$ cat src/rtl/rf_wb_arbiter_pkg.sv
// ---------------------------------------------------------------------------
// rf_pkg
// Shared definitions for the register-file write-back arbiter.
//   DEF_DATA_W / DEF_ADDR_W : default register width and index width
//   REG_ZERO                : index of the hard-wired zero register
//   wb_req_t                : one write-back request {rd, data}
//   rr_pick                 : 2-way round-robin grant decode
// ---------------------------------------------------------------------------
package rf_pkg;

  localparam int DEF_DATA_W = 64;
  localparam int DEF_ADDR_W = 5;

  localparam logic [DEF_ADDR_W-1:0] REG_ZERO = 5'd0;

  typedef struct packed {
    logic [DEF_ADDR_W-1:0] rd;
    logic [DEF_DATA_W-1:0] data;
  } wb_req_t;

  // A lone requester always wins; on a tie the prio bit names the winner.
  function automatic logic [1:0] rr_pick(input logic [1:0] req, input logic prio);
    logic [1:0] g;
    g = 2'b00;
    case (req)
      2'b01:   g = 2'b01;
      2'b10:   g = 2'b10;
      2'b11:   g = prio ? 2'b10 : 2'b01;
      default: g = 2'b00;
    endcase
    return g;
  endfunction

endpackage

$ cat src/rtl/rf_wb_arbiter_rr_arb2.sv
// ---------------------------------------------------------------------------
// rr_arb2
// Two-way round-robin arbiter. Holds the prio bit and decodes the grant.
// Ports:
//   clk   : clock, state updates on rising edge
//   reset : synchronous active-low reset (0 = reset asserted)
//   req   : request vector, bit N = requester N valid
//   gnt   : one-hot grant, combinational, forced to 0 while in reset
// ---------------------------------------------------------------------------
module rr_arb2
  import rf_pkg::*;
(
  input  logic       clk,
  input  logic       reset,
  input  logic [1:0] req,
  output logic [1:0] gnt
);

  logic prio;

  // Grant decode. Nothing is accepted while reset is held so a requester
  // presenting a write during reset keeps it until reset releases.
  always_comb begin
    gnt = 2'b00;
    if (reset) begin
      gnt = rr_pick(req, prio);
    end
  end

  // After a grant the loser gets priority next time; with no grant the
  // priority is left alone so alternation resumes where it stopped.
  always_ff @(posedge clk) begin
    if (!reset) begin
      prio <= 1'b0;
    end else if (gnt[0]) begin
      prio <= 1'b1;
    end else if (gnt[1]) begin
      prio <= 1'b0;
    end
  end

endmodule

$ cat src/rtl/rf_wb_arbiter.sv
// ---------------------------------------------------------------------------
// rf_wb_arbiter
// Write-back arbiter/sequencer in front of the 32 x 64-bit register file.
// Two requesters share the single write port; the winner is registered in
// a one-entry pending stage that drives the write port the next cycle.
// Writes to x0 handshake normally but never raise RegWrite.
//
// Build option: define RFARB_BYPASS_EN to forward the pending write onto
// the read data outputs; otherwise rdataN passes rf_rdataN straight through.
//
// Ports:
//   clk, reset               : clock, synchronous active-low reset
//   wbN_valid/rd/data        : requester N write request
//   wbN_ready                : requester N accepted this cycle
//   rf_RD/WriteData/RegWrite : register-file write port
//   rs1, rs2                 : read indices as presented to the register file
//   rf_rdata1, rf_rdata2     : register-file read data
//   rdata1, rdata2           : read data delivered to the datapath
//   conflict_cnt             : saturating count of cycles with both valid
// ---------------------------------------------------------------------------
module rf_wb_arbiter
  import rf_pkg::*;
#(
  parameter int DATA_W = rf_pkg::DEF_DATA_W,
  parameter int ADDR_W = rf_pkg::DEF_ADDR_W
) (
  input  logic              clk,
  input  logic              reset,
  input  logic              wb0_valid,
  input  logic [ADDR_W-1:0] wb0_rd,
  input  logic [DATA_W-1:0] wb0_data,
  output logic              wb0_ready,
  input  logic              wb1_valid,
  input  logic [ADDR_W-1:0] wb1_rd,
  input  logic [DATA_W-1:0] wb1_data,
  output logic              wb1_ready,
  output logic [ADDR_W-1:0] rf_RD,
  output logic [DATA_W-1:0] rf_WriteData,
  output logic              rf_RegWrite,
  input  logic [ADDR_W-1:0] rs1,
  input  logic [ADDR_W-1:0] rs2,
  input  logic [DATA_W-1:0] rf_rdata1,
  input  logic [DATA_W-1:0] rf_rdata2,
  output logic [DATA_W-1:0] rdata1,
  output logic [DATA_W-1:0] rdata2,
  output logic [15:0]       conflict_cnt
);

  localparam logic [ADDR_W-1:0] ZERO_IDX = ADDR_W'(REG_ZERO);

  logic [1:0]        gnt;
  logic              pend_valid;
  logic [ADDR_W-1:0] pend_rd;
  logic [DATA_W-1:0] pend_data;
  logic              pend_live;

  rr_arb2 u_arb (
    .clk   (clk),
    .reset (reset),
    .req   ({wb1_valid, wb0_valid}),
    .gnt   (gnt)
  );

  assign wb0_ready = gnt[0];
  assign wb1_ready = gnt[1];

  // Pending stage: loads whichever request won this cycle. Index/data are
  // only reloaded on a grant; pend_valid alone marks them meaningful.
  always_ff @(posedge clk) begin
    if (!reset) begin
      pend_valid <= 1'b0;
      pend_rd    <= '0;
      pend_data  <= '0;
    end else begin
      pend_valid <= |gnt;
      if (gnt[0]) begin
        pend_rd   <= wb0_rd;
        pend_data <= wb0_data;
      end else if (gnt[1]) begin
        pend_rd   <= wb1_rd;
        pend_data <= wb1_data;
      end
    end
  end

  // The pending entry is qualified by reset so a write caught by a reset
  // in its drive cycle is dropped instead of reaching the register file.
  assign pend_live    = reset && pend_valid;
  assign rf_RegWrite  = pend_live && (pend_rd != ZERO_IDX);
  assign rf_RD        = reset ? pend_rd   : '0;
  assign rf_WriteData = reset ? pend_data : '0;

`ifdef RFARB_BYPASS_EN
  // Forward the write the register file has not captured yet. x0 is never
  // forwarded so reads of x0 always come from the register file.
  always_comb begin
    rdata1 = rf_rdata1;
    rdata2 = rf_rdata2;
    if (pend_live && (rs1 == pend_rd) && (rs1 != ZERO_IDX)) begin
      rdata1 = pend_data;
    end
    if (pend_live && (rs2 == pend_rd) && (rs2 != ZERO_IDX)) begin
      rdata2 = pend_data;
    end
  end
`else
  // Pure pass-through; the read indices are not needed in this build.
  logic unused_rs;
  assign unused_rs = ^{rs1, rs2};
  assign rdata1    = rf_rdata1;
  assign rdata2    = rf_rdata2;
`endif

  // Contention counter, saturating so it never wraps back to a small value.
  always_ff @(posedge clk) begin
    if (!reset) begin
      conflict_cnt <= '0;
    end else if (wb0_valid && wb1_valid && (conflict_cnt != 16'hFFFF)) begin
      conflict_cnt <= conflict_cnt + 16'd1;
    end
  end

endmodule

$ cat config.mk
export PLATFORM = sky130hd
export DESIGN_NAME = rf_wb_arbiter
export DESIGN_NICKNAME = d
export VERILOG_FILES = /design/src/rtl/rf_wb_arbiter_pkg.sv /design/src/rtl/rf_wb_arbiter_rr_arb2.sv /design/src/rtl/rf_wb_arbiter.sv
export SDC_FILE = /design/constraint.sdc
export NUM_CORES = 1
export LEC_CHECK = 0
export CAP_MARGIN = 5
export CORE_AREA = 2 2 195 197
export DETAILED_ROUTE_END_ITERATION = 7
export DIE_AREA = 0 0 197 199
export PLACE_DENSITY_LB_ADDON = 0.3
export SETUP_SLACK_MARGIN = 0.5
export SLEW_MARGIN = 20
export SYNTH_ARGS = -nofsm -noshare
export SYNTH_HDL_FRONTEND = slang
export SYNTH_HIERARCHICAL = 1
export SYNTH_SLANG_ARGS = --single-unit
$ cat constraint.sdc
create_clock -name clk -period 2.1 [get_ports clk]
set_input_delay 0.315 -clock clk [delete_from_list [all_inputs] [get_ports clk]]
set_output_delay 0.315 -clock clk [all_outputs]
set_load 0.005 [all_outputs]
==> out/metrics.cfg <==
[critical_path]
cp_cell_sequence=or3_1 > o311a_1 > buf_2
endpoint_kind=output pin
ff2ff_path_depth=8
reg2reg_from=u_arb/prio
cp-start-kind=register
rrSetupSlack_ns=0.47
cp_slowest_cell=or3_1
worstPathArrival_ns=1.48
worst-path-max-fanout=3
cpPeakStageDelay_ns=0.37
r2r-end=pend_data[2]
worstSetupPathType=register to output pin
cp.required_ns=1.78

[min_path]
hp-start=reset
hold_path_end=conflict_cnt[1]
hp-class=input pin to register
hold_depth=3

[synth]
ys_ff_latch=87
syn-instance-count=695
async_reset_ff_frac=0
synthesis.nets=976
synth_cell_types=43
synth_area_per_cell_sq_um=7.85
ys.flop_type=dfxtp_1
syn_area_sq_um=5460
synth_edf_count=0
yosys_warnings=6
ys_seq_area_frac=0.319

[floorplan]
top_level_ports=496
fp.dieH_um=199
std_cell_rows=71
die_w_um=197
core_sq_um=37100
die_area_sq_um=39200
start_util=0.147

[sta]
clock_skew_ns=0.0192
holdWs_ns=0.268
final_max_slew_viol_count=0
max_freq_mhz=557
min_period_over_period=0.855
timing.slew.headroom=0.770
fin_tns_setup_ns=0
hold_violations=0
tightest_slew_ns=0.342
rsz0062_at_grt=true
setup_violations=0
setup_ws_ns=0.305
min_period_ns=1.80

[power_and_ir_drop]
power_density_nw_per_um2=535
ir_drop_uv=389
p_leak_uw=0.00362

[run]
drv_cap=0

[route]
dr.pass1.iters=4
wl_per_cell_um=15.4
final_antenna_net_count=0
drc_errors=0
wl_um=20000
avgViaCountPerCell=3.79
first_iter_violations=83
num_vias=4929

[clock_tree]
cts_tree=yes
cts.path.max_buffers=2
path_clk_slew_ns=0.06
h-tree-depth=3
cts_hold_buf=0
numCtsBuffers=9
cts_root_buffer=clkbuf_16
clk-insertion-delay-late_ns=0.38
cts.sinks=87

[final_layout]
fin_nets=1100
design_area_sq_um=8370
drive_above_1_share=0.158
area_delta_synth_final_pct=53.3

[placement]
port_buffers=229
dp_hpwl_um=13900
place_congestion=0.735
pre_cts_ws_ns=-0.106
placedInstanceArea_sq_um=7650

[grt]
overflow=0
grt_first_pass_wirelength_um=28400
grt_usage=0.0991
grt_pass1_vias=4888
grt_max_degree=48
grt_antenna_before_repair=1

[status]
status=completed

[stage by stage]
stage                     total power, uW   util  std cells
final                                4480  0.225       1299
after global placement               2740  0.206       1267
after detailed placement             2740  0.206       1267
after global routing                 4750  0.225       1298
after floorplan                      2390      -        695
after CTS                            4550  0.216       1289
[layout make-up]
type                    count  area [sq um]
clock buffers              10           239
clock inverters             6          67.6
diodes                      1          2.50
inverters                   5          18.8
flip-flops and latches     87          1810
multi-input cells         434          2670
repair buffers            282          2970
well taps                 474           593
fillers                  4146         28800
[registers in the layout, indices dropped and copies added (netlist names)]
register and cells:
conflict_cnt 16, pend_data 64, pend_rd 5, pend_valid 1, u_arb/prio 1
[Yosys cell counts, types with 2 or more instances]
cell | n | area, sq um
a31oi_1 | 2 | 12.5
and3_1 | 4 | 25.0
nor3_1 | 3 | 15.0
or3_1 | 3 | 18.8
buf_1 | 3 | 11.3
inv_1 | 4 | 15.0
nor2_1 | 147 | 552
o21ai_0 | 3 | 15.0
and2_1 | 70 | 438
a21o_1 | 2 | 15.0
a21oi_1 | 77 | 385
dfxtp_1 | 87 | 1740
nor4_1 | 2 | 12.5
clkbuf_1 | 29 | 109
nand2b_1 | 3 | 18.8
nand2_1 | 12 | 45.0
mux2i_1 | 72 | 721
a211oi_1 | 2 | 15.0
a311oi_1 | 2 | 17.5
buf_2 | 8 | 40.0
or4_1 | 3 | 22.5
o31ai_1 | 3 | 22.5
buf_4 | 128 | 961
nand3_1 | 4 | 20.0
nand4_1 | 4 | 25.0
[cell families (layout without fill, tap and decap cells)]
kind of cell             Yosys count  count (layout)  synth area share
AND/OR/NAND/NOR                  267             267             0.242
buffers and inverters            174             303             0.211
AO/OA/AOI/OAI                     94              94            0.0933
flip-flops                        87              87             0.319
multiplexers                      72              72             0.132
adder cells (fa/ha/maj)            1               1           0.00229
other                              0               1                 0
[placed cells by master, fill, tap and decap left out, drive strengths merged, types with 2 or more instances in the layout]
| master | instances |
|---|---|
| or4 | 3 |
| a31oi | 2 |
| buf | 52 |
| a21o | 2 |
| inv | 6 |
| and3 | 4 |
| nor2 | 147 |
| nor4 | 4 |
| nand4 | 5 |
| mux2i | 72 |
| dlymetal6s2s | 9 |
| clkdlybuf4s50 | 139 |
| nor3 | 4 |
| clkinv | 2 |
| dfxtp | 87 |
| clkbuf | 14 |
| a21oi | 77 |
| clkinvlp | 2 |
| o31ai | 3 |
| nand2b | 4 |
| nand3 | 5 |
| nand2 | 12 |
| dlygate4sd2 | 77 |
| or3 | 4 |
| and2 | 70 |
| a311oi | 2 |
| o21ai | 3 |
| a211oi | 2 |
[routing by layer]
layer | share of wire | track usage
met5 | 0 | 0
met3 | 0.12 | 0.0656
met1 | 0.39 | 0.103
met2 | 0.45 | 0.153
met4 | 0.037 | 0.0510
[critical path: cells and delay by family (launching register included)]
family          cells  cell delay, ns
simple gates        1            0.37
flops               1            0.33
compound gates      1            0.29
buf+inv             1            0.13
[power breakdown]
group          total (uW)  switching (uW)  internal (uW)
combinational         958             380            578
clock                1740             779            960
sequential           1780            45.6           1730
[worst max-delay path by stage]
stage | startpoint | to
6_report | pend_rd[1] | rf_RegWrite
3_3_place_gp | wb0_valid | pend_data[40]
4_1_cts | pend_rd[1] | rf_RegWrite
2_1_floorplan | conflict_cnt[0] | conflict_cnt[2]
3_5_place_dp | wb0_valid | wb0_ready
5_1_grt | pend_rd[1] | rf_RegWrite
[timing repair]
action                                  CTS  global route
gates cloned                              3             4
buffers inserted                          3             5
pin swaps                                 4            23
hold endpoints to repair                  0             0
endpoints found under the setup margin  167            88
resized for setup                       134            53
Power figures use the tool's default switching activity.
